<file path="config.mk">
export PLATFORM = sky130hd
export DESIGN_NAME = serial_adder_n
export DESIGN_NICKNAME = d
export VERILOG_FILES = /design/src/rtl/serial_adder_pkg.sv /design/src/rtl/fa_cell.sv /design/src/rtl/serial_adder_n.sv
export SDC_FILE = /design/constraint.sdc
export NUM_CORES = 1
export LEC_CHECK = 0
export ABC_AREA = 1
export CORE_ASPECT_RATIO = 0.6
export CORE_MARGIN = 3
export CORE_UTILIZATION = 40
export CTS_CLUSTER_SIZE = 25
export DETAILED_ROUTE_END_ITERATION = 8
export PLACE_DENSITY = 0.73
export SLEW_MARGIN = 25
export SYNTH_ARGS = -nofsm -noshare
export SYNTH_HDL_FRONTEND = slang
export SYNTH_SLANG_ARGS = --single-unit
</file>
<file path="constraint.sdc">
create_clock -name clk -period 1.5 [get_ports clk]
set_input_delay 0.15 -clock clk [delete_from_list [all_inputs] [get_ports clk]]
set_output_delay 0.15 -clock clk [all_outputs]
set_load 0.05 [all_outputs]
</file>
<file path="src/rtl/serial_adder_pkg.sv">
// rtl/serial_adder_pkg.sv - shared state encoding and default width for the serial adder
package serial_adder_pkg;

    typedef enum logic [1:0] {
        IDLE = 2'd0,
        RUN  = 2'd1,
        DONE = 2'd2
    } state_t;

    localparam int DEFAULT_WIDTH = 8;

endpackage

</file>
<file path="src/rtl/fa_cell.sv">
// rtl/fa_cell.sv - one-bit combinational full adder
module fa_cell (
    input  logic a,
    input  logic b,
    input  logic cin,
    output logic s,
    output logic co
);

    assign s  = a ^ b ^ cin;
    assign co = (a & b) | (a & cin) | (b & cin);

endmodule

</file>
<file path="src/rtl/serial_adder_n.sv">
// rtl/serial_adder_n.sv - bit-serial add/subtract, LSB first, one bit per cycle
module serial_adder_n
    import serial_adder_pkg::*;
#(
    parameter int WIDTH = DEFAULT_WIDTH
) (
    input  logic             clk,
    input  logic             rst,
    input  logic             start,
    input  logic             sub,
    input  logic [WIDTH-1:0] a,
    input  logic [WIDTH-1:0] b,
    input  logic             cin,
    output logic             busy,
    output logic             done,
    output logic [WIDTH-1:0] sum,
    output logic             cout,
    output logic             ovf
);

    // One extra bit so the counter never wraps before the terminal compare.
    localparam int CW = $clog2(WIDTH) + 1;

    state_t           state;
    state_t           state_nxt;
    logic [WIDTH-1:0] a_sr;
    logic [WIDTH-1:0] b_sr;
    logic [WIDTH-1:0] res_sr;
    logic [WIDTH-1:0] res_nxt;
    logic             carry;
    logic [CW-1:0]    cnt;
    logic             last;
    logic             fa_s;
    logic             fa_co;

    fa_cell u_fa (
        .a   (a_sr[0]),
        .b   (b_sr[0]),
        .cin (carry),
        .s   (fa_s),
        .co  (fa_co)
    );

    assign last    = (cnt == CW'(WIDTH - 1));
    // New sum bit enters at the MSB; after WIDTH shifts bit 0 is in place.
    assign res_nxt = WIDTH'({fa_s, res_sr} >> 1);

    always_comb begin
        state_nxt = state;
        busy      = 1'b0;
        done      = 1'b0;
        case (state)
            IDLE: begin
                if (start) begin
                    state_nxt = RUN;
                end
            end
            RUN: begin
                busy = 1'b1;
                if (last) begin
                    state_nxt = DONE;
                end
            end
            DONE: begin
                busy      = 1'b1;
                done      = 1'b1;
                state_nxt = IDLE;
            end
            default: begin
                state_nxt = IDLE;
            end
        endcase
    end

    always_ff @(posedge clk) begin
        if (rst) begin
            state  <= IDLE;
            a_sr   <= '0;
            b_sr   <= '0;
            res_sr <= '0;
            carry  <= 1'b0;
            cnt    <= '0;
            sum    <= '0;
            cout   <= 1'b0;
            ovf    <= 1'b0;
        end else begin
            state <= state_nxt;
            case (state)
                IDLE: begin
                    if (start) begin
                        // Subtract is a + ~b + 1.
                        a_sr  <= a;
                        b_sr  <= sub ? ~b : b;
                        carry <= sub ? 1'b1 : cin;
                        cnt   <= '0;
                    end
                end
                RUN: begin
                    a_sr   <= a_sr >> 1;
                    b_sr   <= b_sr >> 1;
                    res_sr <= res_nxt;
                    carry  <= fa_co;
                    cnt    <= cnt + 1'b1;
                    if (last) begin
                        // carry still holds the carry into the MSB here.
                        sum  <= res_nxt;
                        cout <= fa_co;
                        ovf  <= carry ^ fa_co;
                    end
                end
                default: begin
                end
            endcase
        end
    end

endmodule

</file>
* Word-level counts from Yosys, hierarchy flattened
Index checks and enable logic that the tools add are counted.
** Word-level totals
- RAM bits :: 0
- Bits of input ports :: 21
- Bits in read-only memories :: 0
- Memories kept :: 0
- Register bits :: 41
- Bits in latches :: 0
** Cells by class
- Multiplexer cells :: 15
- $mul :: 0
- Divide/modulo/power cells :: 0
- Add/sub/neg operators :: 1
- Magnitude comparators :: 0
- Bitwise logic cells :: 9
- Equal/unequal tests :: 5
- Shifts and indexed selects :: 0
- Reduce and logical (&&, ||, !) cells :: 6
** Operator list (count)
- case mux 8 bit (2 select lines) :: 2
- two-way mux 8 bit :: 3
- inverter 8 bit :: 1
- case mux 4 bit (2 select lines) :: 1
- AND reduction 2 bit :: 3
- adder 4 x 1 -> 4 bit (second input constant) :: 1
- == test 4 x 3 -> 1 bit (second input constant) :: 1
- two-way mux 1 bit :: 4
- two-way mux 2 bit :: 2
- two-way mux 4 bit :: 1
- inequality test 2 bit (second input constant) :: 2
- case mux 2 bit (2 select lines) :: 1
- bitwise AND 1 bit :: 3
- bitwise XOR 1 bit :: 3
- == test 2 x 1 -> 1 bit (second input constant) :: 1
- == test 2 bit (second input constant) :: 1
- logical NOT 2 bit :: 1
- OR 1 bit :: 2
- case mux 1 bit (2 select lines) :: 1
- nonzero test 2 bit :: 1
- OR reduction 2 bit :: 1

* Depth between registers and ports, before layout
- Depth after elaboration :: 4
- Gate-level depth with buffers :: 9

* Hierarchy
Synthesis repeated with hierarchy kept, for this count alone.
** Second synthesis, totals
- Cell total of the unflattened synthesis :: 256
- Area, all modules :: 1849.3 um2
** By module, submodules not included
- serial_adder_n :: cells an instance 255, instances 1, area an instance 1829.3 um2
- fa_cell :: cells an instance 1, instances 1, area an instance 20.0 um2

* Least setup slack after synthesis
Ideal clock, no wire load.
- Path kind :: register -> register
- Start :: register state[0]
- End :: register b_sr[6]
- Library setup time :: 0.115 ns
- Required time :: 1.385 ns
- Clock period less this slack :: 1.291 ns
- Setup slack :: 0.209 ns
- Data arrival time :: 1.176 ns
- Stages on the path, launching flop included :: 10
- Path through :: dfxtp_1 > inv_1 > ha_1 > inv_2 > nand2_2 > nand2_4 > buf_6 > nand2_2 > a21oi_2 > nor2_1
** On the way
- Word-level cells in the longest chain between the ends :: 3
** RTL lines
- start: declaration :: RTL line serial_adder_n.sv:24 : state_t state;
- start signal: assignment :: RTL line serial_adder_n.sv:87 : state <= state_nxt;
- == test 2 x 1 -> 1 bit or logical NOT 2 bit (tied branches) :: RTL line serial_adder_n.sv:88 : case (state)
- nonzero test 2 bit (no line) or inequality test 2 bit (tied branches)
- AND reduction 2 bit (no line)
- end signal: assignment :: RTL line serial_adder_n.sv:93 : b_sr <= sub ? ~b : b;
- end signal: assignment :: RTL line serial_adder_n.sv:100 : b_sr <= b_sr >> 1;
- end: declaration :: RTL line serial_adder_n.sv:27 : logic [WIDTH-1:0] b_sr;
Parallel ways exist; a longest one is shown, timed or not.
A chain may end at the register's enable or synchronous reset.

* Final worst setup path
- Start :: register state[1]
- End :: register cnt[3]
** On the way
- Word-level cells in the longest chain between the ends :: 3
** RTL lines
- == test 2 x 1 -> 1 bit or logical NOT 2 bit (tied branches) :: RTL line serial_adder_n.sv:88
- nonzero test 2 bit (no line) or inequality test 2 bit (tied branches)
- AND reduction 2 bit (no line)
- end signal: assignment :: RTL line serial_adder_n.sv:103 : cnt <= cnt + 1'b1;
- end: declaration :: RTL line serial_adder_n.sv:31 : logic [CW-1:0] cnt;
Parallel ways exist; a longest one is shown, timed or not.

==> flow_summary.ini <==
[cts]
cts.sink_count = 40
clk-insertion-delay-late_ps = 290
cts_max_level = 2
worst_setup_hold_path_clk_slew_ps = 80
cts-root-buf = clkbuf_8
cts_max_path_buffers = 2
post_cts_hold_buffer_count = 0
tritoncts.num_buffers = 5
clock_tree_from_tritoncts = yes

[grt]
grt_start_max_net_pins = 27
track_usage_pct = 15.9
grt_pass1_vias = 1479
antenna_violations_before_repair = 0
grt.overflow.total = 0
global_route_wire_length_before_repair_um = 6960

[drt]
drt-initial-drc-count = 110
post-route-drc-count = 0
postRouteAntennaNets = 0
post_drt_wl_per_cell_um = 12.2
first_pass_iters = 4
via_per_inst = 4.79
finalWirelength_um = 4310
vias = 1690

[pwr]
power.combinational.fraction_pct = 45.9
power.clock.fraction_pct = 17.5
netSwitchingPower_w = 0.00172
switching_fraction_pct = 41.2
power.density_cell_area_nw_per_um2 = 1720
power.leakage_nw = 1.01
power.total_w = 0.00418
seqPwrFrac_pct = 36.6
irDropWorstVdd_mv = 0.717
power_report.internal_total_w = 0.00246

[timing]
hold_viol = 0
slew-limit-headroom_pct = 73.0
final_setup_violating_endpoints = 0
grt_setup_unrepaired = no
worst-slew-pin-transition_ps = 404
min_period_ps = 1410
final.hold.worst_slack_ps = 445
max_freq_mhz = 712
maxSlewViolCount = 0
finalWorstSetupSlack_ps = 94.5
clock_skew_ps = 5.79
timing.final.crit_share_pct = 93.7

[critical_path]
critPathCaptureType = flip-flop
critical_path_maximum_fanout = 13
crit_arrival_ps = 1590
startpoint_type = flip-flop
worst-r2r-setup-slack_ps = 90
crit_path_max_delay_cell_type = dfxtp_1
cp_slowest_stage_delay_ps = 330
timing.setup.critical_path_class = reg -> reg
cp_data_required_time_ps = 1690
crit_path_cell_trace = inv_1 > ha_2 > inv_2 > nand2_2 > nand2_4 > a21oi_1 > nor2_1

[place]
portBuffers = 32
postPlaceCellArea_um2 = 2290
finalWeightedCongestion = 0.773
dp_slack_ps = -8.30
post-dp-hpwl_um = 3030
placed_cells = 344

[floorplanning]
die_y_um = 59.4
io_pins = 33
fp.coreArea_um2 = 4320
std_cell_rows = 18
initial_core_util_pct = 43.9
die_w_um = 95.0
design.die.area_um2 = 5640

[synthesis]
netlist_instances = 256
synth-simple-area-share_pct = 28.6
synth_fa_ha_area_share_pct = 4.35
post_synth.cell_area_avg_um2 = 7.42
yosys_warnings = 0
seq_area_frac_synth_pct = 42.2
synth_fp_nets = 283
synth_top_family_by_area = simple AND/OR/NAND/NOR gates
synthXorXnorAreaFrac_pct = 3.69
synth_compound_gate_area_share_pct = 13.5
library_cells_used_by_synthesis = 28
synth.mux.area_fraction_pct = 0
syn_area_um2 = 1900
synthesized_flop_and_latch_total = 40

[finish]
area_growth_syn_to_layout_pct = 27.9
layout.cells.most_common_list = 75 x nand2_1, 39 x dfxtp_1, 32 x nor2_1, 26 x a21oi_1, 20 x clkdlybuf4s50_1
antenna-diode-count = 0
most_common_cell_after_layout_fill_and_taps_aside = nand2_1
layout.cell_area.non_filler_um2 = 2430
finish.net_count = 319
finish.cell_count_without_fillers = 353
drive_gt1_share_pct = 17.7

[hold_path]
worst_hold_path_type = in -> reg

[run_status]
outcome = completed

[job]
cap_viol_max_count = 0
[power by group through the flow]
stage	Combinational, W	Clock [W]	Sequential [W]
floorplan	0.00138	0	0.00151
global placement	0.00177	0	0.00154
detailed placement	0.00180	0	0.00155
CTS	0.00183	0.000747	0.00153
global route	0.00214	0.000793	0.00156
finish	0.00192	0.000729	0.00153
[worst max-delay path: cells and delay by family (launching register included)]
kind	cells	cell delay [ps]
simple gates	3	380
flops	1	330
fa+ha+maj	1	250
buf+inv	2	170
compound gates	1	170
[cell families (layout without fill, tap and decap cells)]
| group | count (synthesis) | count (layout) |
|---|---|---|
| AOI/OAI and AO/OA | 48 | 48 |
| xor gates and xnor gates | 8 | 8 |
| adders and majority gates | 6 | 6 |
| buffers and inverters | 27 | 63 |
| DFF | 40 | 40 |
| and+or+nand+nor | 127 | 128 |
[final cells by class]
cell class,instances,area [um^2]
Fill cell,419,1900
Timing Repair Buffer,41,408
Clock buffer,6,82.6
Inverter,14,55.1
Tap cell,60,75.1
Sequential cell,40,802
Multi-Input combinational cell,190,996
Clock inverter,2,10.0
[per-stage QoR]
| step | TNS [ps] | util (%) |
|---|---|---|
| 2_1_floorplan | 0 | - |
| 3_3_place_gp | 0 | 53.0 |
| 3_5_place_dp | -11.7 | 53.0 |
| 4_1_cts | 0 | 55.4 |
| 5_1_grt | 0 | 56.2 |
| 6_report | 0 | 56.2 |
[timing repair]
action	in CTS	in global routing
resized for setup	2	6
pin swaps	0	1
endpoints found under the setup margin	4	13
setup buffers	0	0
cloned	0	1
[cells in the mapped netlist (all sizes together)]
library cell / count / area share (%)
nand4: 1 / 0.66
dfxtp: 40 / 42
a21oi: 29 / 8.2
fa: 1 / 1.1
buf: 11 / 4.3
nand3: 9 / 3.2
ha: 5 / 3.3
nand2: 82 / 17
o21bai: 1 / 0.40
nor3: 1 / 0.26
xor2: 8 / 3.7
nor2: 34 / 7.2
clkbuf: 2 / 0.53
a211oi: 1 / 0.40
inv: 14 / 2.9
o21ai: 17 / 4.5
[sequential cells by signal, summed over array words and instances, names as in the netlist]
name and cells:
a_sr 8, b_sr 8, sum 8, res_sr 7
cnt 4, state 2, carry 1, cout 1
ovf 1
[routing by layer]
metal | part of all wire (%) | vias to the layer above | track usage (%)
li1 | - | 884 | -
met1 | 49 | 742 | 23.4
met2 | 41 | 62 | 22.9
met3 | 9.6 | 2 | 4.82
met4 | 0.14 | 0 | 3.29
met5 | 0 | - | 0
[worst paths after layout]
path                 start  endpoint  cells past startpoint
setup / recovery  state[1]    cnt[3]                      7
setup reg to reg  state[1]    cnt[3]                      7
hold / removal        a[7]   a_sr[7]                      3
hold reg to reg     sum[1]    sum[1]                      2
(Power assumes the default switching activity.)
